**config.mk**
```make
export PLATFORM = sky130hd
export DESIGN_NAME = pc_sequencer_flat
export DESIGN_NICKNAME = d
export VERILOG_FILES = /design/src/rtl/pc_sequencer_pkg.sv /design/src/rtl/pc_sequencer_if.sv /design/src/rtl/pc_sequencer_branch_target_lut.sv /design/src/rtl/pc_sequencer.sv /design/src/flat_wrapper.sv
export SDC_FILE = /design/constraint.sdc
export NUM_CORES = 1
export LEC_CHECK = 0
export BUFFER_PORTS_ARGS = -buffer_cell sky130_fd_sc_hd__clkbuf_2
export CAP_MARGIN = 20
export CORE_ASPECT_RATIO = 0.5
export CORE_MARGIN = 2
export CORE_UTILIZATION = 50
export CTS_BUF_LIST = sky130_fd_sc_hd__clkbuf_2 sky130_fd_sc_hd__clkbuf_4 sky130_fd_sc_hd__clkbuf_8
export CTS_CLUSTER_DIAMETER = 50
export DETAILED_ROUTE_END_ITERATION = 10
export PLACE_DENSITY = 0.78
export SLEW_MARGIN = 10
export SYNTH_ARGS = -nofsm -noshare
export SYNTH_HDL_FRONTEND = slang
export SYNTH_SLANG_ARGS = --single-unit
```
**constraint.sdc**
```tcl
create_clock -name clk -period 2.3 [get_ports clk]
set_input_delay 0.46 -clock clk [delete_from_list [all_inputs] [get_ports clk]]
set_output_delay 0.46 -clock clk [all_outputs]
set_load 0.01 [all_outputs]
```
**src/rtl/pc_sequencer_pkg.sv**
```systemverilog
// rtl/pc_sequencer_pkg.sv - condition encodings, sequencer states and branch-target table
package pc_sequencer_pkg;

  localparam logic [1:0] COND_NONE = 2'd0;
  localparam logic [1:0] COND_LT   = 2'd1;
  localparam logic [1:0] COND_GT   = 2'd2;
  localparam logic [1:0] COND_EQ   = 2'd3;

  typedef enum logic [1:0] {SEQ_IDLE, SEQ_RUN, SEQ_HALTED} seq_state_t;

  localparam int LUT_W = 10;

  localparam logic [LUT_W-1:0] BRANCH_LUT [16] = '{
    10'd16,  10'd32,  10'd100, 10'd200, 10'd300, 10'd400,  10'd500,  10'd600,
    10'd700, 10'd800, 10'd900, 10'd1020, 10'd1023, 10'd50, 10'd7,   10'd512
  };

  function automatic logic cond_true(input logic [1:0] sel, input logic lt,
                                     input logic gt, input logic eq);
    case (sel)
      COND_LT: return lt;
      COND_GT: return gt;
      COND_EQ: return eq;
      default: return 1'b1;
    endcase
  endfunction

endpackage

```
**src/rtl/pc_sequencer_if.sv**
```systemverilog
// rtl/pc_sequencer_if.sv - decoder/host-facing bundle of pc_sequencer
// Optional PC_SEQ_PERF_CNT_EN adds the cycle and retired counters.
interface pc_sequencer_if #(parameter int PC_W = 10);
  logic            start;
  logic            stall;
  logic            halt_en;
  logic            noop_en;
  logic            abs_branch_en;
  logic            rel_branch_en;
  logic [1:0]      cond_sel;
  logic [3:0]      rel_branch_offset;
  logic [3:0]      abs_branch_LUT_index;
  logic            flag_lt;
  logic            flag_gt;
  logic            flag_eq;
  logic [PC_W-1:0] pc_out;
  logic            running;
  logic            done;
  logic            branch_taken;
`ifdef PC_SEQ_PERF_CNT_EN
  logic [15:0]     cycle_cnt;
  logic [15:0]     retired_cnt;
`endif

  modport master (
    output start, stall, halt_en, noop_en, abs_branch_en, rel_branch_en,
           cond_sel, rel_branch_offset, abs_branch_LUT_index,
           flag_lt, flag_gt, flag_eq,
    input  pc_out, running, done, branch_taken
`ifdef PC_SEQ_PERF_CNT_EN
    , input cycle_cnt, retired_cnt
`endif
  );

  modport slave (
    input  start, stall, halt_en, noop_en, abs_branch_en, rel_branch_en,
           cond_sel, rel_branch_offset, abs_branch_LUT_index,
           flag_lt, flag_gt, flag_eq,
    output pc_out, running, done, branch_taken
`ifdef PC_SEQ_PERF_CNT_EN
    , output cycle_cnt, retired_cnt
`endif
  );
endinterface

```
**src/rtl/pc_sequencer_branch_target_lut.sv**
```systemverilog
// rtl/pc_sequencer_branch_target_lut.sv - combinational absolute branch-target lookup
module branch_target_lut
  import pc_sequencer_pkg::*;
#(
  parameter int PC_W = 10
) (
  input  logic [3:0]      idx_i,
  output logic [PC_W-1:0] target_o
);

  // Table entries are zero-extended or truncated to the PC width.
  assign target_o = PC_W'(BRANCH_LUT[idx_i]);

endmodule

```
**src/rtl/pc_sequencer.sv**
```systemverilog
// rtl/pc_sequencer.sv - program counter and run control (IDLE/RUN/HALTED)
// Optional PC_SEQ_PERF_CNT_EN adds saturating cycle/retired counters.
module pc_sequencer
  import pc_sequencer_pkg::*;
#(
  parameter int PC_W     = 10,
  parameter int START_PC = 0
) (
  input  logic           clk,
  input  logic           reset,
  pc_sequencer_if.slave  bus
);

  localparam logic [PC_W-1:0] START_VAL = PC_W'(START_PC);

  seq_state_t      state_q;
  logic [PC_W-1:0] pc_q;
  logic [PC_W-1:0] pc_d;
  logic            running_q;
  logic            done_q;
  logic            taken_q;
  logic            taken_d;
  logic            cond_ok;
  logic [PC_W-1:0] lut_target;
  logic [PC_W-1:0] rel_ext;
  logic            noop_unused;

  // NOOP needs no special handling: it advances like any non-branch.
  assign noop_unused = bus.noop_en;

  branch_target_lut #(.PC_W(PC_W)) u_lut (
    .idx_i    (bus.abs_branch_LUT_index),
    .target_o (lut_target)
  );

  always_comb begin
    cond_ok = cond_true(bus.cond_sel, bus.flag_lt, bus.flag_gt, bus.flag_eq);
    rel_ext = {{(PC_W-4){bus.rel_branch_offset[3]}}, bus.rel_branch_offset};
    pc_d    = pc_q + PC_W'(1);
    taken_d = 1'b0;
    if (bus.abs_branch_en && cond_ok) begin
      pc_d    = lut_target;
      taken_d = 1'b1;
    end else if (bus.rel_branch_en && cond_ok) begin
      pc_d    = pc_q + rel_ext;
      taken_d = 1'b1;
    end
  end

  always_ff @(posedge clk or posedge reset) begin
    if (reset) begin
      state_q   <= SEQ_IDLE;
      pc_q      <= START_VAL;
      running_q <= 1'b0;
      done_q    <= 1'b0;
      taken_q   <= 1'b0;
    end else begin
      taken_q <= 1'b0;
      case (state_q)
        SEQ_IDLE, SEQ_HALTED: begin
          if (bus.start) begin
            state_q   <= SEQ_RUN;
            pc_q      <= START_VAL;
            running_q <= 1'b1;
            done_q    <= 1'b0;
          end
        end
        SEQ_RUN: begin
          if (!bus.stall) begin
            if (bus.halt_en) begin
              // PC stays on the HALT instruction.
              state_q   <= SEQ_HALTED;
              running_q <= 1'b0;
              done_q    <= 1'b1;
            end else begin
              pc_q    <= pc_d;
              taken_q <= taken_d;
            end
          end
        end
        default: begin
          state_q   <= SEQ_IDLE;
          running_q <= 1'b0;
          done_q    <= 1'b0;
        end
      endcase
    end
  end

  assign bus.pc_out       = pc_q;
  assign bus.running      = running_q;
  assign bus.done         = done_q;
  assign bus.branch_taken = taken_q;

`ifdef PC_SEQ_PERF_CNT_EN
  logic [15:0] cycle_cnt_q;
  logic [15:0] retired_cnt_q;

  always_ff @(posedge clk or posedge reset) begin
    if (reset) begin
      cycle_cnt_q   <= '0;
      retired_cnt_q <= '0;
    end else if (state_q != SEQ_RUN && bus.start) begin
      cycle_cnt_q   <= '0;
      retired_cnt_q <= '0;
    end else if (state_q == SEQ_RUN) begin
      if (cycle_cnt_q != 16'hFFFF) cycle_cnt_q <= cycle_cnt_q + 16'd1;
      if (!bus.stall && retired_cnt_q != 16'hFFFF) retired_cnt_q <= retired_cnt_q + 16'd1;
    end
  end

  assign bus.cycle_cnt   = cycle_cnt_q;
  assign bus.retired_cnt = retired_cnt_q;
`endif

endmodule

```
**src/flat_wrapper.sv**
```systemverilog
// flat-port wrapper written by rule: the top's interface ports become plain ports
module pc_sequencer_flat import pc_sequencer_pkg::*;
#(
  parameter int PC_W     = 10,
  parameter int START_PC = 0
)
  (clk, reset, bus_start, bus_stall, bus_halt_en, bus_noop_en, bus_abs_branch_en, bus_rel_branch_en, bus_cond_sel, bus_rel_branch_offset, bus_abs_branch_LUT_index, bus_flag_lt, bus_flag_gt, bus_flag_eq, bus_pc_out, bus_running, bus_done, bus_branch_taken);
  pc_sequencer_if #(.PC_W(PC_W)) bus_i ();
  input  logic clk;
  input  logic reset;
  input wire logic [$bits(bus_i.start)-1:0] bus_start;
  input wire logic [$bits(bus_i.stall)-1:0] bus_stall;
  input wire logic [$bits(bus_i.halt_en)-1:0] bus_halt_en;
  input wire logic [$bits(bus_i.noop_en)-1:0] bus_noop_en;
  input wire logic [$bits(bus_i.abs_branch_en)-1:0] bus_abs_branch_en;
  input wire logic [$bits(bus_i.rel_branch_en)-1:0] bus_rel_branch_en;
  input wire logic [$bits(bus_i.cond_sel)-1:0] bus_cond_sel;
  input wire logic [$bits(bus_i.rel_branch_offset)-1:0] bus_rel_branch_offset;
  input wire logic [$bits(bus_i.abs_branch_LUT_index)-1:0] bus_abs_branch_LUT_index;
  input wire logic [$bits(bus_i.flag_lt)-1:0] bus_flag_lt;
  input wire logic [$bits(bus_i.flag_gt)-1:0] bus_flag_gt;
  input wire logic [$bits(bus_i.flag_eq)-1:0] bus_flag_eq;
  output wire logic [$bits(bus_i.pc_out)-1:0] bus_pc_out;
  output wire logic [$bits(bus_i.running)-1:0] bus_running;
  output wire logic [$bits(bus_i.done)-1:0] bus_done;
  output wire logic [$bits(bus_i.branch_taken)-1:0] bus_branch_taken;
  assign bus_i.start = bus_start;
  assign bus_i.stall = bus_stall;
  assign bus_i.halt_en = bus_halt_en;
  assign bus_i.noop_en = bus_noop_en;
  assign bus_i.abs_branch_en = bus_abs_branch_en;
  assign bus_i.rel_branch_en = bus_rel_branch_en;
  assign bus_i.cond_sel = bus_cond_sel;
  assign bus_i.rel_branch_offset = bus_rel_branch_offset;
  assign bus_i.abs_branch_LUT_index = bus_abs_branch_LUT_index;
  assign bus_i.flag_lt = bus_flag_lt;
  assign bus_i.flag_gt = bus_flag_gt;
  assign bus_i.flag_eq = bus_flag_eq;
  assign bus_pc_out = bus_i.pc_out;
  assign bus_running = bus_i.running;
  assign bus_done = bus_i.done;
  assign bus_branch_taken = bus_i.branch_taken;
  pc_sequencer #(.PC_W(PC_W), .START_PC(START_PC)) u_core (.clk(clk), .reset(reset), .bus(bus_i));
endmodule
```
# == After elaboration in Yosys (flattened, before gate mapping) ==
# Memory sizes are Yosys's and may differ from the RTL's.
# Index checks and enable logic that the tools add are counted.
# totals
out_inout_bits,13
inputBits,21
memories,1
word_cells,52
rom_bits,160
register_bits,15
# memory_table
memory,words,word_bits,rd,rd_ports_with_merged_regs,wr,line_no,text
(no name shown),16,10,1,0,0,pc_sequencer_branch_target_lut.sv:12,assign target_o = PC_W'(BRANCH_LUT[idx_i]);
# classes
n_lt_le_gt_ge,1
n_reduce_logical,7
n_eq_ne,9
bitwise,1
addsub,2
n_mux,26
# op_table
op,n
10-bit 2-to-1 mux,7
10-bit case mux with 2 select lines,1
1-bit 2-to-1 mux,11
10-bit by 1-bit adder with 10-bit output (second input constant),1
10-bit adder,1
2-bit inequality test (second input constant),4
2-bit equality test (second input constant),3
2-bit 2-to-1 mux,3
5-bit greater-or-equal comparator (second input constant),1
4-bit inverter with 5-bit output,1
2-bit by 1-bit equality test with 1-bit output (second input constant),2
1-bit case mux with 2 select lines,2
2-bit case mux with 2 select lines,1
4-bit AND reduction,1
1-bit case mux with 3 select lines,1
3-bit AND reduction,1
1-bit logical AND,2
2-bit zero test,1
2-bit nonzero test,1
2-bit OR reduction,1

# == Longest topological paths before layout ==
# logic_depth
depth_word,8
ltp_mapped,13
mapped_depth_nobuf,13

# == Modules after synthesis ==
# Synthesis repeated with hierarchy kept, for this count alone.
# unflattened
hier_cells,163
hier_area_um2,1348.8
# modules_own_cells
module,seq_area_each_um2,cells_each,area_each_um2,instances
pc_sequencer,350.3,117,1047.3,1
branch_target_lut,0.0,46,301.5,1

# == Worst setup path before layout ==
# Ideal clock, no wire load.
# synth_timing
path_type,input port to flip-flop
from,input bus_cond_sel[1]
to,register u_core.pc_q[9] (netlist: u_core.bus.pc_out[9])
setup_time_ps,131
path_slack_ps,-602
stages,12
arrival_time_ps,2771
path_cell_list,mux2i_1 -> a21oi_2 -> nand3_2 -> inv_2 -> buf_6 -> ha_1 -> nor3b_1 -> mux2i_1 -> o31a_1 -> or3_1 -> and4b_1 -> or3_1
# synth_via
elab_chain_cells,8
word_cells_on_any_way,11
classes_between,3 x eq/ne; 6 x mux; 2 x reduce/logical
# synth_rtl
item,line_no,text
start: declaration,flat_wrapper.sv:17,input wire logic [$bits(bus_i.cond_sel)-1:0] bus_cond_sel;
2-bit equality test or 2-bit by 1-bit equality test with 1-bit output (tied branches),pc_sequencer_pkg.sv:20,case (sel)
1-bit case mux with 3 select lines (*),pc_sequencer_pkg.sv:20,
1-bit logical AND,pc_sequencer.sv:44,end else if (bus.rel_branch_en && cond_ok) begin
10-bit 2-to-1 mux,pc_sequencer.sv:44,
10-bit 2-to-1 mux (*),pc_sequencer.sv:41,if (bus.abs_branch_en && cond_ok) begin
10-bit 2-to-1 mux (*),pc_sequencer.sv:70,if (bus.halt_en) begin
10-bit 2-to-1 mux (*),pc_sequencer.sv:69,if (!bus.stall) begin
10-bit case mux with 2 select lines (*),pc_sequencer.sv:59,case (state_q)
end signal: assignment,pc_sequencer.sv:76,pc_q <= pc_d;
end: declaration,pc_sequencer.sv:17,logic [PC_W-1:0] pc_q;
# Every way passes the cells marked *; elsewhere a longest branch is shown, timed or not. The select of a mux whose other input is x is not followed.
# A chain may end at the register's enable or synchronous reset.

# == Worst setup path after layout ==
# Same ends and word-level chain as after synthesis.

==> flow_summary.ini <==
[sta]
worst_slack_ns = -0.3670
hold_violations = 0
rsz0062_at_grt = true
clock_skew_ns = 0.001054
finalCritPeriodShare = 1.160
tightest_slew_ns = 1.008
period_needed_ns = 2.667
max_freq_ghz = 0.3750
final_max_slew_viol_count = 0
setup_viol = 6
relSlewSlack = 0.3282
setup-tns-final_ns = -1.257

[clocking]
path_clk_slew_ns = 0.05
cts-root-buf = clkbuf_8
clkSinkCount = 14
cts_tree = done
clock_path_buffers = 2
cts_made_buffers = 3
postCtsHoldBufs = 0
cts-htree-levels = 1
clk_latency_ns = 0.25

[min_path]
hold_path.class = in -> async

[detailed_routing]
drc_errors = 0
drt-met1-wl_um = 1775
vias = 1522
vias_per_cell = 5.969
dr_wl_met3_um = 371
drtIter0Drc = 115
firstDrtPassIters = 4
maxUsedRoutingLayer = met4
post_drt_wl_per_cell_um = 16.60
met2_length_um = 1930
ant_nets = 0
routed_wl_um = 4234

[setup_path]
path_cells = buf_6 -> mux2i_1 -> a21oi_2 -> and3_4 -> ha_4 -> a211oi_4 -> o21bai_1 -> a21oi_2 -> o31a_1 -> or3_1 -> and4b_1 -> or3_1
crit_path_start_kind = primary input
path_max_fanout = 5
cp_slowest_cell = or3_1
cpPeakStageDelay_ns = 0.33
critical_path_required_ns = 2.43
crit_path_end_kind = register
cp_top_family = simple AND/OR/NAND/NOR gates
worstSetupPathType = in -> reg
cp.arrival_ns = 2.80
critPathBufInv = 1

[synthesis]
ys_ff_latch = 14
synth_area_um2 = 1385
netlist_top_cells_area = dfrtp_1 (25%), ha_1 (9.9%), o21ai_0 (7.2%)
synth_cell_type_count = 50
syn_inst = 173
yosysTopAreaCellShare = 0.2529
synth-edff-count = 0
synth_top_cell_by_area = dfrtp_1
synth_ff_type = dfrtp_1
yosysMostFrequentCell = o21ai_0
synthTopCellsByCount = o21ai_0 (20), dfrtp_1 (14), a21oi_1 (13)
yosysWarnings = 0
syn_nets = 206
synth-async-reset-ratio = 1.000
yosysSeqAreaShare = 0.2529
synth.avg_cell_area_um2 = 8.006

[place]
dpl-instance-area_um2 = 1712
place_inst = 248
place.port_buffers = 32
dp_hpwl_um = 2727
gp_congestion = 0.8547
place_ws_ns = -0.6126

[die]
die_x_um = 78.44
std_cell_rows = 13
die_y_um = 41.22
dieArea_um2 = 3233
core-area_um2 = 2619
initial_core_util = 0.5289
io_pins = 34

[layout]
drive_gt1_frac = 0.3853
area_delta_synth_final_pct = 35.14
fillCellCount = 191
fin_nets = 253
final_cell_area_um2 = 1872
num_antenna_cells = 0
instances_no_fill = 255
seq_area_um2 = 350.3
multi_input_area_um2 = 1076

[power_and_ir_drop]
power_mw = 1.240
powerDensity_nw_per_um2 = 662.6
leakage_nw = 0.8669
ir_worst_vdd_v = 0.0004042

[global_route]
grt_pass1_vias = 1276
grt_max_degree = 18
grt_pass1_wl_um = 6016
grt_use_total = 0.2504
grt_overflow = 0
antenna_found_initial = 0

[status]
violations = negative setup slack
status = finished with violations

[flow_run]
max_cap_violations = 0
==> final cells by class <==
cell class                      count  area share
Sequential cell                    14      0.1872
Inverter                           13     0.02607
Tap cell                           37     0.02473
Multi-Input combinational cell    137      0.5749
Clock buffer                        3     0.02206
Timing Repair Buffer               51      0.1651
==> registers in the layout (all words and copies together) (netlist names) <==
name,cells
u_core.bus.pc_out,10
u_core.bus.branch_taken,1
u_core.bus.done,1
u_core.bus.running,1
u_core.state_q,1
==> cell usage in the layout, fill, tap and decap left out, types with 5 or more instances in the layout <==
| cell | n |
|---|---|
| clkbuf_2 | 31 |
| buf_4 | 19 |
| o21ai_0 | 14 |
| dfrtp_1 | 14 |
| a21oi_1 | 11 |
| nand2_1 | 10 |
| inv_1 | 9 |
| nor2_1 | 8 |
| o21ai_1 | 7 |
| ha_1 | 7 |
| nand3_1 | 6 |
| nor3_1 | 5 |
| mux2i_1 | 5 |
==> where the power goes <==
part / leakage [nW] / internal, mW / switching (mW)
Combinational: 0.659 / 0.306 / 0.352
Sequential: 0.186 / 0.308 / 0.0711
Clock: 0.0216 / 0.116 / 0.0873
==> cells by family after synthesis <==
family	count (synthesis)	share of synthesized area
muxes	7	0.05239
AOI/OAI and AO/OA	58	0.2547
xor gates and xnor gates	7	0.04426
DFF	14	0.2529
adders and majority gates	12	0.1138
buffers and inverters	22	0.06774
and+or+nand+nor	53	0.2141
==> final timing paths <==
path | end | from | slack [ns] | depth (start not counted)
max | u_core.bus.pc_out[9] | bus_cond_sel[1] | -0.37 | 12
min | u_core.bus.done | reset | 0.24 | 2
max reg2reg | u_core.bus.pc_out[9] | u_core.bus.pc_out[1] | 0.02 | 8
min reg2reg | u_core.bus.running | u_core.state_q[0] | 0.50 | 1
max in group asynchronous | u_core.bus.pc_out[7] | reset | 1.70 | 2
min in group clk | u_core.bus.branch_taken | bus_abs_branch_en | 0.48 | 2
==> worst reg2reg max path, cell delays in order (launching register included) <==
cell and delay (ns):
dfrtp_1 0.42, ha_4 0.29, a211oi_4 0.06, o21bai_1 0.23, a21oi_2 0.10, o31a_1 0.25
or3_1 0.33, and4b_1 0.18, or3_1 0.29
==> layer usage <==
layer	track usage	up-vias
met1	0.3325	703
li1	-	718
met4	0.05702	0
met3	0.04626	17
met2	0.4418	84
met5	0	-
==> stage by stage <==
| stage | util | hold slack, ns |
|---|---|---|
| floorplan | - | 0.3492 |
| global placement | 0.6536 | 0.4857 |
| detailed placement | 0.6536 | 0.4869 |
| CTS | 0.6799 | 0.2607 |
| global route | 0.7148 | 0.2808 |
| finish | 0.7148 | 0.2355 |
==> repair_timing <==
item / in CTS / in global routing
setup buffers: 1 / 3
endpoints found under the setup margin: 6 / 7
gates resized for setup: 8 / 16
pin swaps: 7 / 17
No activity file was read; power rests on OpenSTA's default activity.
